**config.mk**
```make
export PLATFORM = sky130hd
export DESIGN_NAME = stopwatch_bcd_core
export DESIGN_NICKNAME = d
export VERILOG_FILES = /design/src/rtl/stopwatch_bcd_core.sv
export SDC_FILE = /design/constraint.sdc
export NUM_CORES = 1
export LEC_CHECK = 0
export ABC_AREA = 1
export CORE_MARGIN = 1.5
export CORE_UTILIZATION = 42
export DETAILED_ROUTE_END_ITERATION = 6
export PLACE_DENSITY = 0.67
export SYNTH_ARGS = -nofsm -noshare
export SYNTH_HDL_FRONTEND = slang
export SYNTH_SLANG_ARGS = --single-unit
```
**constraint.sdc**
```tcl
create_clock -name clk -period 1.8 [get_ports clk]
set_clock_uncertainty 0.15 [all_clocks]
set_input_delay 0.27 -clock clk [delete_from_list [all_inputs] [get_ports clk]]
set_output_delay 0.27 -clock clk [all_outputs]
set_load 0.03 [all_outputs]
```
**src/rtl/stopwatch_bcd_core.sv**
```systemverilog
// stopwatch_bcd_core: BCD MM:SS stopwatch driven by a divided-clock level.
// tick_in, start_stop, clear and lap are sampled in the clk domain and
// their rising edges are used as one-cycle enables; tick_in is never a clock.
// Optional feature macro: STOPWATCH_LAP_EN (lap display freeze with snapshot).
module stopwatch_bcd_core #(
    parameter int MAX_MINUTES = 59
) (
    input  logic       clk,
    input  logic       rst,
    input  logic       tick_in,
    input  logic       start_stop,
    input  logic       clear,
    input  logic       lap,
    output logic [3:0] sec_u,
    output logic [3:0] sec_t,
    output logic [3:0] min_u,
    output logic [3:0] min_t,
    output logic       running,
    output logic       frozen,
    output logic       rollover
);

    localparam logic [3:0] MAX_MT = 4'(MAX_MINUTES / 10);
    localparam logic [3:0] MAX_MU = 4'(MAX_MINUTES % 10);

    typedef enum logic [1:0] {IDLE, RUNNING, PAUSED} state_t;

    typedef struct packed {
        logic [3:0] mt;
        logic [3:0] mu;
        logic [3:0] st;
        logic [3:0] su;
    } bcd_t;

    // One-step BCD increment of MM:SS; wrap at MAX_MINUTES:59 is handled by the caller.
    function automatic bcd_t bcd_inc(input bcd_t c);
        bcd_t n;
        n = c;
        if (c.su != 4'd9) begin
            n.su = c.su + 4'd1;
        end else begin
            n.su = 4'd0;
            if (c.st != 4'd5) begin
                n.st = c.st + 4'd1;
            end else begin
                n.st = 4'd0;
                if (c.mu != 4'd9) begin
                    n.mu = c.mu + 4'd1;
                end else begin
                    n.mu = 4'd0;
                    n.mt = c.mt + 4'd1;
                end
            end
        end
        return n;
    endfunction

    state_t state_q, state_d;
    bcd_t   cnt_q, cnt_d;
    logic   roll_q, roll_d;
    logic   run_q;
    logic   tick_prev_q, ss_prev_q, clr_prev_q;

    logic ev_tick, ev_ss, ev_clear, at_max;

    assign ev_tick  = tick_in & ~tick_prev_q;
    assign ev_ss    = start_stop & ~ss_prev_q;
    assign ev_clear = clear & ~clr_prev_q;
    assign at_max   = (cnt_q.mt == MAX_MT) && (cnt_q.mu == MAX_MU) &&
                      (cnt_q.st == 4'd5) && (cnt_q.su == 4'd9);

    // Next state and count: clear beats start_stop beats tick; tick uses the pre-transition state.
    always_comb begin
        state_d = state_q;
        cnt_d   = cnt_q;
        roll_d  = 1'b0;
        if (ev_clear) begin
            state_d = IDLE;
            cnt_d   = '0;
        end else begin
            if ((state_q == RUNNING) && ev_tick) begin
                if (at_max) begin
                    cnt_d  = '0;
                    roll_d = 1'b1;
                end else begin
                    cnt_d = bcd_inc(cnt_q);
                end
            end
            if (ev_ss) begin
                case (state_q)
                    IDLE:    state_d = RUNNING;
                    RUNNING: state_d = PAUSED;
                    default: state_d = RUNNING;
                endcase
            end
        end
    end

    // State, count, status and edge-detect registers; buttons reset high so a held button is not an event.
    always_ff @(posedge clk or posedge rst) begin
        if (rst) begin
            state_q     <= IDLE;
            cnt_q       <= '0;
            roll_q      <= 1'b0;
            run_q       <= 1'b0;
            tick_prev_q <= 1'b0;
            ss_prev_q   <= 1'b1;
            clr_prev_q  <= 1'b1;
        end else begin
            state_q     <= state_d;
            cnt_q       <= cnt_d;
            roll_q      <= roll_d;
            run_q       <= (state_d == RUNNING);
            tick_prev_q <= tick_in;
            ss_prev_q   <= start_stop;
            clr_prev_q  <= clear;
        end
    end

    assign running  = run_q;
    assign rollover = roll_q;

`ifdef STOPWATCH_LAP_EN
    logic lap_prev_q;
    logic frz_q, frz_d;
    bcd_t disp_q, disp_d;
    logic ev_lap;

    assign ev_lap = lap & ~lap_prev_q;

    // Freeze toggle; the display follows the live count except while staying frozen.
    always_comb begin
        frz_d = frz_q;
        if (ev_clear) begin
            frz_d = 1'b0;
        end else if (ev_lap && (state_q != IDLE)) begin
            frz_d = ~frz_q;
        end
        disp_d = (frz_q && frz_d) ? disp_q : cnt_d;
    end

    // Display snapshot and freeze flag registers.
    always_ff @(posedge clk or posedge rst) begin
        if (rst) begin
            lap_prev_q <= 1'b1;
            frz_q      <= 1'b0;
            disp_q     <= '0;
        end else begin
            lap_prev_q <= lap;
            frz_q      <= frz_d;
            disp_q     <= disp_d;
        end
    end

    assign frozen = frz_q;
    assign min_t  = disp_q.mt;
    assign min_u  = disp_q.mu;
    assign sec_t  = disp_q.st;
    assign sec_u  = disp_q.su;
`else
    logic unused_lap;
    assign unused_lap = lap;
    assign frozen     = 1'b0;
    assign min_t      = cnt_q.mt;
    assign min_u      = cnt_q.mu;
    assign sec_t      = cnt_q.st;
    assign sec_u      = cnt_q.su;
`endif

endmodule

```
# == Word-level counts from Yosys, hierarchy flattened ==
# Index checks and enable logic that the tools add are counted.
# word_totals
ff_bits,23
input_bits,6
out_inout_bits,19
elab_cells,55
# op_classes
n_addsub,4
n_eq_ne,12
mux,15
n_bitwise,6
reduce_logical,8
# op_table
cell,count
16-bit two-way mux,3
"4-bit by 1-bit adder with 4-bit output, second input constant",4
4-bit two-way mux,4
12-bit two-way mux,1
"3-bit inequality test, second input constant",3
"4-bit by 3-bit == test with 1-bit output, second input constant",2
"4-bit == test, second input constant",2
8-bit two-way mux,1
"4-bit inequality test, second input constant",2
2-bit two-way mux,3
"2-bit by 1-bit == test with 1-bit output, second input constant",2
1-bit logical AND,4
"4-bit by 3-bit inequality test with 1-bit output, second input constant",1
4-bit AND reduction,1
1-bit bitwise AND,3
1-bit two-way mux,3
1-bit NOT,3
3-bit AND reduction,1
2-bit AND reduction,1
2-bit nonzero test,1

# == Logic depth before layout (Yosys ltp) ==
# logic_depth
ltp_word,7
mapped_depth,9
mapped_depth_nobuf,9

# == Worst setup path after synthesis ==
# OpenSTA, ideal clock, no wires.
# synth_path
path_type,register -> register
startpoint,register cnt_q (netlist bit sec_u[0])
endpoint,register cnt_q (netlist bit min_u[0])
setup_ns,0.119
arrival_time_ns,1.398
required_ns,1.531
slack_ns,0.133
stages_incl_launch_ff,9
path_buffers,0
synth_period_minus_slack_ns,1.667
cell_sequence,dfrtp_1 -> ha_1 -> nand3_1 -> nand2_1 -> nand2_4 -> nor2_8 -> inv_4 -> nand2_1 -> o21ai_2
# synth_between
elab_chain_len,5
word_cells_on_any_way,9
cone_classes,eq/ne: 4; mux: 3; reduce/logical: 2
# synth_rtl
item,line_no,source
"start, declared",59,"bcd_t cnt_q, cnt_d;"
"start signal, assigned",111,cnt_q <= cnt_d;
4-bit == test,70,(cnt_q.st == 4'd5) && (cnt_q.su == 4'd9);
1-bit logical AND,70,
16-bit two-way mux,82,if (at_max) begin
16-bit two-way mux,81,if ((state_q == RUNNING) && ev_tick) begin
16-bit two-way mux,77,if (ev_clear) begin
# Several ways; a longest one is shown, not always the timed one. The select of a mux whose other input is x is not followed.
# A chain may end at the register's enable or synchronous reset.

# == Final worst setup path ==
# layout_path
startpoint,"register run_q, in the netlist running"
endpoint,output running
# layout_lines
item,line_no,source
"start, declared",61,logic run_q;
"start signal, assigned",113,run_q <= (state_d == RUNNING);
"end, declared",18,"output logic running,"
# No word-level cell between the ends.

==> flow_summary.json <==
{
  "setup_viol": 0,
  "initial_utilization": 0.448,
  "post-place-ws_ns": -0.0332,
  "ff2ff_path_depth": 9,
  "drc": 4,
  "slew_violations": 0,
  "hold_buffers": 0,
  "ys_ff_latch": 23,
  "syn_nets": 153,
  "timing.fmax_mhz": 580,
  "area_delta_synth_final_pct": 25.9,
  "fp.dieH_um": 57.7,
  "dp_cells": 199,
  "synth_top_area_cell": "dfrtp_1",
  "drt_iter0_drc": 48,
  "p_int_uw": 871,
  "min_path_type": "input pin to async pin",
  "overflow": 0,
  "dr_wl_met3_um": 84,
  "grt_max_degree": 24,
  "worst-path-buf-inv": 1,
  "ir_drop_v": 0.000519,
  "p_sw_uw": 549,
  "rows": 19,
  "io_pins": 25,
  "path_cells": "clkdlybuf4s50_1",
  "cp-end-kind": "output pin",
  "worst-setup-path-type": "flip-flop to output pin",
  "clkTransAtPathRegs_ns": 0.12,
  "async_reset_ff_frac": 1.00,
  "cpPeakStageDelay_ns": 0.66,
  "cts_max_path_buffers": 2,
  "num_antenna_cells": 0,
  "combPwrFrac": 0.356,
  "drt-wirelength-per-cell_um": 11.7,
  "core_area_sq_mm": 0.00281,
  "synth_commonest_cells": "21 x dfrtp_1, 21 x nand2_1, 17 x nand3_1",
  "grtUsageTotal": 0.168,
  "synth_top_area_frac": 0.418,
  "finalCritPeriodShare": 0.958,
  "setup_ws_ns": 0.0750,
  "min_period_ns": 1.73,
  "outcome": "complete, but fails checks",
  "yosysSeqAreaShare": 0.460,
  "leakage_nw": 0.866,
  "synth_area_leaders": "dfrtp_1 42%, ha_1 8.0%, nand3_1 6.8%",
  "setup_tns_ns": 0,
  "cts_tree": "yes",
  "clkPwrFrac": 0.168,
  "die_x_um": 57.7,
  "wl_met2_um": 1170,
  "vias": 1020,
  "grt_setup_unrepaired": "no",
  "netlist_area_sq_mm": 0.00126,
  "hold-worst-slack_ns": 0.135,
  "synth-edff-count": 0,
  "worstReg2RegEnd": "min_t[1]$_DFFE_PP0P_",
  "synth_area_per_cell_sq_um": 9.05,
  "hold_viol_final": 0,
  "insertion_delay_ns": 0.31,
  "synthFlopType": "dfrtp_1",
  "placed_area_sq_mm": 0.00157,
  "drive_gt1_frac": 0.192,
  "worst_setup_path_start_kind": "flip-flop",
  "final-instance-count-excl-fill": 203,
  "grt_pass1_wl_um": 4350,
  "clock_sinks": 23,
  "drtPass1Iterations": 6,
  "sw_frac_of_total": 0.386,
  "cpLargestDelayFamily": "buffers and inverters",
  "highest_layer": "met4",
  "numCtsBuffers": 3,
  "synth_cell_types": 27,
  "root_buffer": "clkbuf_4",
  "maxCapViolCount": 0,
  "fillers": 261,
  "grt_antenna_before_repair": 0,
  "seq_power_share": 0.476,
  "wl_um": 2370,
  "h-tree-depth": 1,
  "io_buffers": 22,
  "ant_nets": 0,
  "worstPathRequired_ns": 1.38,
  "cp.arrival_ns": 1.31,
  "violations": "design-rule violations",
  "wl_met1_um": 1080,
  "nNetsFinal": 187,
  "via_per_inst": 5.02,
  "r2r-start": "sec_u[1]$_DFFE_PP0P_",
  "synthCells": 139,
  "final_area_sq_mm": 0.00158,
  "ys_warn_count": 0,
  "place_congestion": 0.835,
  "cp_max_fo": 1,
  "dieArea_sq_mm": 0.00333,
  "power_density_mw_per_mm2": 897,
  "grt_pass1_vias": 1014,
  "r2r_setup_slack_ns": 0.17,
  "crit_slowest_cell": "clkdlybuf4s50_1",
  "dp.final_hpwl_um": 1810
}
-- worst max-delay path by stage --
| stage | start | to | slack, ns | cells after the start |
|---|---|---|---|---|
| 4_1_cts | rollover$_DFF_PP0_ | rollover | 0.05 | 1 |
| 5_1_grt | sec_u[1]$_DFFE_PP0P_ | min_t[0]$_DFFE_PP0P_ | 0.02 | 9 |
| 3_5_place_dp | clear | min_t[1]$_DFFE_PP0P_ | -0.03 | 10 |
| 6_report | running$_DFF_PP0_ | running | 0.07 | 1 |
| 3_3_place_gp | clear | min_t[1]$_DFFE_PP0P_ | -0.03 | 10 |
| 2_1_floorplan | sec_u[0]$_DFFE_PP0P_ | min_u[0]$_DFFE_PP0P_ | 0.13 | 8 |
-- layout make-up --
class                           count  area (sq um)  area share
Multi-Input combinational cell     96           599       0.379
Tap cell                           31          38.8      0.0245
Timing Repair Buffer               31           270       0.171
Clock buffer                        4          26.3      0.0166
Inverter                           18          70.1      0.0443
Sequential cell                    23           578       0.365
-- placed cells by master (no fill, tap or decap) --
cell type / instances
a21boi_0: 1
nand3_2: 2
nand2_4: 1
dfstp_2: 2
clkdlybuf4s50_1: 5
o21ai_0: 6
nor3_1: 3
dfrtp_1: 21
inv_2: 2
dlygate4sd2_1: 16
clkbuf_4: 3
xor2_1: 5
nand3b_1: 3
inv_1: 15
nand4_1: 1
conb_1: 1
nor2_1: 11
and2_4: 1
o21ai_2: 4
dlymetal6s2s_1: 1
nor2_2: 3
buf_4: 9
clkbuf_1: 1
o22ai_1: 2
ha_1: 8
xnor2_1: 2
nand2_1: 20
nand2_2: 4
nor2_8: 1
inv_4: 1
nand3_1: 17
-- registers in the layout, summed over array words and instances (netlist names) --
name / flops
sec_t: 4
min_u: 4
running: 1
state_q: 2
tick_prev_q: 1
sec_u: 4
rollover: 1
ss_prev_q: 1
clr_prev_q: 1
min_t: 4
-- stage by stage --
step	utilization	total power [mW]
2_1_floorplan	-	1.03
3_3_place_gp	0.560	1.22
3_5_place_dp	0.560	1.24
4_1_cts	0.562	1.44
5_1_grt	0.564	1.53
6_report	0.564	1.42
-- kinds of logic after synthesis --
kind of cell | share of synthesized area
flip-flops | 0.460
other | 0.00298
XOR/XNOR | 0.0488
AND/OR/NAND/NOR | 0.276
adder cells (fa/ha/maj) | 0.0796
AO/OA/AOI/OAI | 0.0677
buffers and inverters | 0.0657
-- timing repair --
item / 4_1_cts / 5_1_grt
setup endpoints to repair: 16 / 2
resized for setup: 16 / 2
pin swaps: 0 / 0
buffers inserted: 0 / 0
-- power by group through the flow --
stage	Combinational, mW	Clock [mW]	Sequential [mW]
after detailed placement	0.555	0	0.689
after floorplan	0.216	0	0.809
after global routing	0.566	0.269	0.699
final	0.506	0.239	0.676
after global placement	0.534	0	0.687
after CTS	0.512	0.253	0.677
-- routing by layer --
layer / up-vias / global-route usage
li1: 514 / -
met1: 483 / 0.213
met2: 19 / 0.278
met3: 4 / 0.0313
met4: 0 / 0.0764
met5: - / 0
Power figures use the tool's default switching activity.
